$ cat src/rtl/sync_event_pkg.sv
// -----------------------------------------------------------------------------
// sync_event_pkg
// Shared types and constants for the synchronized-event enqueue block.
//   dbnc_state_e : debounce FSM states (STABLE, CHANGING)
//   event_t      : event layout for the default 32-bit payload
//                  {level, timestamp}; the new level is the MSB
//   ts_width()   : timestamp width for a given payload width
//   fifo_depth() : FIFO entry count for a given log2 depth
// -----------------------------------------------------------------------------
package sync_event_pkg;

  typedef enum logic {
    STABLE   = 1'b0,
    CHANGING = 1'b1
  } dbnc_state_e;

  localparam int unsigned DataWidthDefault = 32;
  localparam int unsigned TsWidthDefault   = DataWidthDefault - 1;
  localparam int unsigned DepthLog2Default = 2;
  localparam int unsigned FifoDepthDefault = 1 << DepthLog2Default;

  // Payload layout at the default width. Other widths keep the same shape:
  // level in the top bit, timestamp in everything below it.
  typedef struct packed {
    logic                      level;
    logic [TsWidthDefault-1:0] ts;
  } event_t;

  function automatic int unsigned ts_width(input int unsigned data_width);
    return data_width - 1;
  endfunction

  function automatic int unsigned fifo_depth(input int unsigned depth_log2);
    return 32'd1 << depth_log2;
  endfunction

endpackage

$ cat src/rtl/sync_event_fifo.sv
// -----------------------------------------------------------------------------
// sync_event_fifo
// Synchronous FIFO of 2^DEPTH_LOG2 entries with extra-wrap-bit pointers.
// Ports:
//   CLK        : clock, rising edge
//   RST        : synchronous active-high reset, empties the FIFO
//   push       : write push_data this cycle (ignored when full unless popping)
//   push_data  : entry to write
//   pop        : remove head this cycle (ignored when empty)
//   head       : current head entry (stale contents when empty)
//   full       : all entries occupied
//   empty      : no entries held
// -----------------------------------------------------------------------------
module sync_event_fifo
  import sync_event_pkg::*;
#(
  parameter int unsigned WIDTH      = 32,
  parameter int unsigned DEPTH_LOG2 = 2
) (
  input  logic             CLK,
  input  logic             RST,
  input  logic             push,
  input  logic [WIDTH-1:0] push_data,
  input  logic             pop,
  output logic [WIDTH-1:0] head,
  output logic             full,
  output logic             empty
);

  localparam int unsigned Depth = fifo_depth(DEPTH_LOG2);
  localparam int unsigned PtrW  = DEPTH_LOG2 + 1;

  logic [WIDTH-1:0] mem [Depth];
  logic [PtrW-1:0]  wr_ptr_q, rd_ptr_q;
  logic             do_push, do_pop;

  // Equal index bits with differing wrap bits means the writer has lapped
  // the reader exactly once.
  assign empty = (wr_ptr_q == rd_ptr_q);
  assign full  = (wr_ptr_q[DEPTH_LOG2] != rd_ptr_q[DEPTH_LOG2]) &&
                 (wr_ptr_q[DEPTH_LOG2-1:0] == rd_ptr_q[DEPTH_LOG2-1:0]);

  assign do_pop  = pop && !empty;
  // A full FIFO still accepts a push when the head leaves on the same edge.
  assign do_push = push && (!full || do_pop);

  always_ff @(posedge CLK) begin
    if (RST) begin
      wr_ptr_q <= '0;
      rd_ptr_q <= '0;
    end else begin
      if (do_push) wr_ptr_q <= wr_ptr_q + PtrW'(1);
      if (do_pop)  rd_ptr_q <= rd_ptr_q + PtrW'(1);
    end
  end

  always_ff @(posedge CLK) begin
    if (do_push) mem[wr_ptr_q[DEPTH_LOG2-1:0]] <= push_data;
  end

  assign head = mem[rd_ptr_q[DEPTH_LOG2-1:0]];

endmodule

$ cat src/rtl/sync_event_enq.sv
// -----------------------------------------------------------------------------
// sync_event_enq
// Debounces an already-synchronized level, timestamps every committed level
// change, queues the events and hands them downstream over an enq handshake.
// Ports:
//   CLK        : clock, rising edge
//   RST        : synchronous active-high reset
//   in         : synchronized input level
//   enq__ENA   : transfer strobe, = !fifo_empty && enq__RDY
//   enq_v      : event payload {level, timestamp}; 0 when the FIFO is empty
//   enq__RDY   : downstream can accept this cycle
//   level      : current debounced level
//   drop_count : saturating count of events lost to a full FIFO
//   fifo_empty : no events queued
// STABLE_CYCLES must be at least 1.
// -----------------------------------------------------------------------------
module sync_event_enq
  import sync_event_pkg::*;
#(
  parameter int unsigned DATA_WIDTH    = 32,
  parameter int unsigned STABLE_CYCLES = 4,
  parameter int unsigned DEPTH_LOG2    = 2,
  parameter int unsigned DROP_WIDTH    = 8
) (
  input  logic                  CLK,
  input  logic                  RST,
  input  logic                  in,
  output logic                  enq__ENA,
  output logic [DATA_WIDTH-1:0] enq_v,
  input  logic                  enq__RDY,
  output logic                  level,
  output logic [DROP_WIDTH-1:0] drop_count,
  output logic                  fifo_empty
);

  localparam int unsigned TsWidth  = ts_width(DATA_WIDTH);
  localparam int unsigned CntWidth = $clog2(STABLE_CYCLES + 1);
  localparam logic [CntWidth-1:0] CntLast = CntWidth'(STABLE_CYCLES - 1);

  // ---------------------------------------------------------------------------
  // Free-running timestamp
  // ---------------------------------------------------------------------------
  logic [TsWidth-1:0] ts_q;

  always_ff @(posedge CLK) begin
    if (RST) ts_q <= '0;
    else     ts_q <= ts_q + TsWidth'(1);
  end

  // ---------------------------------------------------------------------------
  // Debounce FSM
  // cnt_q counts cycles the input has already disagreed with level_q; the
  // commit fires on the cycle that would make it STABLE_CYCLES.
  // ---------------------------------------------------------------------------
  dbnc_state_e         state_q, state_d;
  logic [CntWidth-1:0] cnt_q, cnt_d;
  logic                level_q, level_d;
  logic                commit;

  always_comb begin
    state_d = state_q;
    cnt_d   = cnt_q;
    level_d = level_q;
    commit  = 1'b0;
    case (state_q)
      STABLE: begin
        if (in != level_q) begin
          if (STABLE_CYCLES == 1) begin
            commit = 1'b1;
          end else begin
            state_d = CHANGING;
            cnt_d   = CntWidth'(1);
          end
        end
      end
      CHANGING: begin
        if (in == level_q) begin
          // Glitch shorter than the debounce window: forget it.
          state_d = STABLE;
          cnt_d   = '0;
        end else if (cnt_q == CntLast) begin
          commit  = 1'b1;
          state_d = STABLE;
          cnt_d   = '0;
        end else begin
          cnt_d = cnt_q + CntWidth'(1);
        end
      end
      default: begin
        state_d = STABLE;
        cnt_d   = '0;
      end
    endcase
    if (commit) level_d = in;
  end

  always_ff @(posedge CLK) begin
    if (RST) begin
      state_q <= STABLE;
      cnt_q   <= '0;
      level_q <= 1'b0;
    end else begin
      state_q <= state_d;
      cnt_q   <= cnt_d;
      level_q <= level_d;
    end
  end

  assign level = level_q;

  // ---------------------------------------------------------------------------
  // Event queue and handshake
  // ---------------------------------------------------------------------------
  logic [DATA_WIDTH-1:0] push_data;
  logic [DATA_WIDTH-1:0] fifo_head;
  logic                  fifo_full;
  logic                  fifo_empty_w;
  logic                  pop;

  // Event carries the new level and the timestamp of the commit cycle.
  assign push_data = {in, ts_q};

  assign pop = !fifo_empty_w && enq__RDY;

  sync_event_fifo #(
    .WIDTH      (DATA_WIDTH),
    .DEPTH_LOG2 (DEPTH_LOG2)
  ) u_fifo (
    .CLK       (CLK),
    .RST       (RST),
    .push      (commit),
    .push_data (push_data),
    .pop       (pop),
    .head      (fifo_head),
    .full      (fifo_full),
    .empty     (fifo_empty_w)
  );

  assign enq__ENA   = pop;
  assign enq_v      = fifo_empty_w ? '0 : fifo_head;
  assign fifo_empty = fifo_empty_w;

  // ---------------------------------------------------------------------------
  // Drop counter: a commit is lost only when full and nothing leaves this edge.
  // ---------------------------------------------------------------------------
  logic                  drop;
  logic [DROP_WIDTH-1:0] drop_cnt_q;

  assign drop = commit && fifo_full && !pop;

  always_ff @(posedge CLK) begin
    if (RST) begin
      drop_cnt_q <= '0;
    end else if (drop && (drop_cnt_q != '1)) begin
      drop_cnt_q <= drop_cnt_q + DROP_WIDTH'(1);
    end
  end

  assign drop_count = drop_cnt_q;

endmodule

$ cat config.mk
export PLATFORM = sky130hd
export DESIGN_NAME = sync_event_enq
export DESIGN_NICKNAME = d
export VERILOG_FILES = /design/src/rtl/sync_event_pkg.sv /design/src/rtl/sync_event_fifo.sv /design/src/rtl/sync_event_enq.sv
export SDC_FILE = /design/constraint.sdc
export NUM_CORES = 1
export LEC_CHECK = 0
export ABC_AREA = 0
export CAP_MARGIN = 20
export CORE_ASPECT_RATIO = 1.25
export CORE_UTILIZATION = 30
export CTS_CLUSTER_DIAMETER = 80
export DETAILED_ROUTE_END_ITERATION = 10
export PLACE_DENSITY_LB_ADDON = 0.1
export SKIP_LAST_GASP = 1
export SYNTH_ARGS = -nofsm -noshare
export SYNTH_HDL_FRONTEND = slang
export SYNTH_HIERARCHICAL = 1
export SYNTH_SLANG_ARGS = --single-unit
$ cat constraint.sdc
create_clock -name CLK -period 4.45 [get_ports CLK]
set_input_delay 0.89 -clock CLK [delete_from_list [all_inputs] [get_ports CLK]]
set_output_delay 0.89 -clock CLK [all_outputs]
set_load 0.05 [all_outputs]
==> implementation parameters <==
Parameter                              Value

Critical path
  Category of cells accounting for the largest share of critical-path delay ... buffers and inverters
  Data required time of the worst path ... approximately 3600 ps
  Maximum net fanout on the critical path ... 19
  Type of the setup path with the least slack ... flip-flop to primary output
  Arrival time reported for the critical path endpoint ... 2910 ps
  Slowest-stage cell, CP ... sky130_fd_sc_hd__clkdlybuf4s50_1
  Delay of the slowest critical-path stage ... slightly above 700 ps
  Crit path capture type ... primary output
  Critical-path cell list ... xnor2_2 > nand2_1 > nor2_4 > buf_12 > nor2b_1 > clkdlybuf4s50_1
  Total buffers and inverters traversed by the critical path ... 2
  Sort of element at the start of the critical path ... flip-flop
  Worst-case register-to-register setup slack ... ~1400 ps

STA
  Max-Slew Margin vs Limit ... between 50% and 60%
  Tightest hold margin ... 476 ps
  Final hold viol count ... 0
  Maximum clock rate ... 0.263 GHz
  RSZ-0062 raised after global routing ... false
  Setup-violating endpoint count in the final report ... 0
  Final Worst Setup Slack ... 648 ps
  Final min period ... 3800 ps
  Final cycle utilization of the critical path ... a little under nine tenths
  Clock Skew ... between 7 and 8 ps
  Summed negative setup slack over all endpoints ... 0 ps
  Number of max-slew violations in the final report ... 0
  Worst Max-Slew Pin Slew ... about 750 ps

GRT
  Global-route wire length before repair ... roughly 24 mm
  Vias in the first global route ... between 4,000 and 5,000
  Total Routing Usage GR ... 12.8%
  Overall overflow remaining after global route ... 0
  Pin count of the biggest net entering global routing ... about 40
  Number of antenna violations at the first check in global routing ... 0

Synth
  Fraction of post-synthesis cell area in the top cell type by area ... about half
  List of most frequent post-synthesis cells ... 128 x sky130_fd_sc_hd__edfxtp_1, 52 x sky130_fd_sc_hd__dfxtp_1, 40 x sky130_fd_sc_hd__nor2b_1
  Leading post-synthesis cells by cell area ... sky130_fd_sc_hd__edfxtp_1 52%, sky130_fd_sc_hd__dfxtp_1 14%, sky130_fd_sc_hd__mux4_2 9.7%
  Share of the synthesized area in compound gates (AO/OA/AOI/OAI) ... 4.48%
  Number of enable flip-flop cells after synthesis ... about 130
  Most frequent cell after synthesis ... sky130_fd_sc_hd__edfxtp_1
  Most instantiated flip-flop cell in the synthesis netlist ... sky130_fd_sc_hd__edfxtp_1
  Share of the synthesized netlist area taken by xor and xnor gates ... 2.55%
  Area share of and/or/nand/nor cells after synthesis ... between 10% and 20%
  Count of cell types in the netlist ... 50
  Sequential cell area fraction in the yosys report ... 65.8%
  Synth Register Bits ... 180
  Synth warn ... 6
  Post-Syn Area ... between 7000 and 8000 sq um
  Main combinational cell family by area after synthesis ... simple AND/OR/NAND/NOR gates
  Multiplexer share of the synthesized area ... roughly 11%
  Share of synthesized flip-flops with an asynchronous set or reset ... 0%
  Count of mapped cells out of synthesis ... slightly below 500
  Post-synthesis cell type with the largest combined area ... sky130_fd_sc_hd__edfxtp_1
  Number of nets produced by synthesis ... approximately 500
  Area share of fa/ha/maj cells after synthesis ... roughly 1.3%
  Synthesized area divided by synthesized cell count ... roughly 15 sq um

Clock network
  TritonCTS clock tree ... done
  Root Buffer ... sky130_fd_sc_hd__clkbuf_16
  Clock latency of the later-clocked register in the worst-skew pair ... about 420 ps
  Setup Buffers After CTS ... 0
  Worst-case clock buffer depth ... 2
  Cts bufs inserted ... 17
  TritonCTS Sinks ... between 150 and 200
  H-tree Lvls ... 4
  Clock input transition at the sequential cells of the worst setup and hold paths ... around 70 ps
  Post_cts resized ... 0
  Number of hold-repair buffers added at the cts stage ... 0

Cells and area
  Storage element area ... approximately 4900 sq um
  Count of nets after finishing ... 559
  Area added between synthesis and finish ... 20.3%
  Diode count ... 0
  Post-Layout Cell Count ... 890
  Area used by multi-input combinational logic ... ~2400 sq um
  Proportion of layout cells with a drive suffix above 1 ... between 10% and 20%
  Number of fill cells ... around 2,300

Place
  Number of placed instances with taps included ... roughly 860
  Worst slack, placed ... about 940 ps
  Routability congestion estimate from global placement ... 0.704
  Number of port buffers ... 46
  HPWL after DPL ... around 9.2 mm

Pwr
  Part of the total power dissipated in sequential elements ... between 50 and 60%
  Fraction of power consumed by combinational cells ... 6.0%
  Clock network power share ... ~43%
  Leakage ... 0.00279 uW
  Pint ... approximately 2700 uW
  Power density of the placed cells ... between 300 and 400 nW/um^2
  Sw Ratio ... between 20 and 25%
  Power Total ... 3510 uW
  Psw ... between 800 and 900 uW
  Max IR drop VDD ... 237 uV

Routing
  Antenna-violating nets left ... 0
  Vias per cell ... 4.75
  Router iterations before antenna repair ... 4
  Residual DRC count ... 0
  Drt initial violations ... approximately 280
  Routed wire per std cell ... 16.9 um
  Routed vias ... roughly 4,200
  Total wirelength of the detailed-routed design ... between 15 and 20 mm

Floorplan
  Initial Util ... a little over 30%
  Std cell rows ... 64
  Horiz. Die Dim ... 143 um
  Die boundary height ... 178 um
  Io pins ... 47
  Die outline area ... about 25,000 sq um
  Core Area ... roughly 24,000 sq um

Hold path
  Min-delay worst type ... flip-flop to flip-flop

Status
  Status ... complete, no violations

Run
  Max cap viols ... 0
[power groups by stage]
| stage | registers, uW | logic, uW | clock network (uW) |
|---|---|---|---|
| 2_1_floorplan | 1820 | 138 | 0 |
| 3_5_place_dp | 1830 | 215 | 0 |
| 5_1_grt | 1790 | 224 | 1620 |
| 3_3_place_gp | 1820 | 213 | 0 |
| 6_report | 1790 | 209 | 1510 |
| 4_1_cts | 1790 | 215 | 1560 |
[placed cells by master, fill, tap and decap left out, types with 4 or more instances in the layout]
cell	count
sky130_fd_sc_hd__buf_4	5
sky130_fd_sc_hd__inv_1	7
sky130_fd_sc_hd__clkbuf_16	17
sky130_fd_sc_hd__nor2_1	30
sky130_fd_sc_hd__o31ai_1	10
sky130_fd_sc_hd__ha_1	8
sky130_fd_sc_hd__inv_8	4
sky130_fd_sc_hd__clkdlybuf4s50_1	45
sky130_fd_sc_hd__and3_1	4
sky130_fd_sc_hd__a21oi_1	21
sky130_fd_sc_hd__inv_6	5
sky130_fd_sc_hd__and4_1	6
sky130_fd_sc_hd__nand4_1	15
sky130_fd_sc_hd__dfxtp_1	51
sky130_fd_sc_hd__buf_12	4
sky130_fd_sc_hd__o21ai_0	10
sky130_fd_sc_hd__or4_1	12
sky130_fd_sc_hd__xor2_1	13
sky130_fd_sc_hd__nor2b_1	40
sky130_fd_sc_hd__edfxtp_1	128
sky130_fd_sc_hd__mux4_2	32
sky130_fd_sc_hd__nand2_1	12
sky130_fd_sc_hd__nand3_1	15
sky130_fd_sc_hd__or3_1	6
sky130_fd_sc_hd__and2_1	7
[metrics by stage]
step	utilization [%]	area, sq um
floorplan	-	7420
global placement	34.1	8330
detailed placement	34.1	8330
CTS	36.6	8930
global route	36.6	8930
finish	36.6	8930
[metal layers]
metal | routed length (um) | GRT usage [%] | up-vias
met5 | 0 | 0 | -
met4 | 159 | 4.12 | 0
met3 | 537 | 2.97 | 10
met2 | 7940 | 22.8 | 66
met1 | 6420 | 15.2 | 2128
li1 | - | - | 2023
[final timing paths]
kind / start / endpoint / cells past startpoint
setup / recovery: u_fifo/rd_ptr_q[0]$_SDFFE_PP0P_ / enq_v[31] / 6
hold / removal: cnt_q[1]$_SDFFE_PP0P_ / cnt_q[1]$_SDFFE_PP0P_ / 2
setup reg to reg: u_fifo/rd_ptr_q[0]$_SDFFE_PP0P_ / drop_count[4]$_SDFFE_PP0P_ / 7
hold reg to reg: cnt_q[1]$_SDFFE_PP0P_ / cnt_q[1]$_SDFFE_PP0P_ / 2
[registers in the layout, indices dropped and copies added, names as in the netlist, named ones only]
register,count
cnt_q,3
drop_count,8
level,1
state_q,1
ts_q,31
u_fifo/mem,128
u_fifo/rd_ptr_q,3
u_fifo/wr_ptr_q,3
[area by class of cell]
type | count | share of cell area [%]
flip-flops and latches | 180 | 54.7
multi-input cells | 285 | 27.2
repair buffers | 55 | 6.42
clock buffers | 17 | 4.76
well taps | 330 | 4.62
clock inverters | 15 | 1.99
inverters | 8 | 0.336
[cells by family (layout without fill, tap and decap cells)]
kind of cell    after synthesis  after routing
flops                       180            180
simple gates                165            165
compound gates               52             52
mux                          41             41
buf+inv                      31             95
xor+xnor                     19             19
fa+ha+maj                     8              8
[worst reg2reg max path: cells and delay by family (launching register included)]
| kind | cells | cell delay (ps) |
|---|---|---|
| AOI/OAI and AO/OA | 1 | 140 |
| and+or+nand+nor | 5 | 2070 |
| DFF | 1 | 370 |
| xor gates and xnor gates | 1 | 400 |
(Power assumes the default switching activity.)
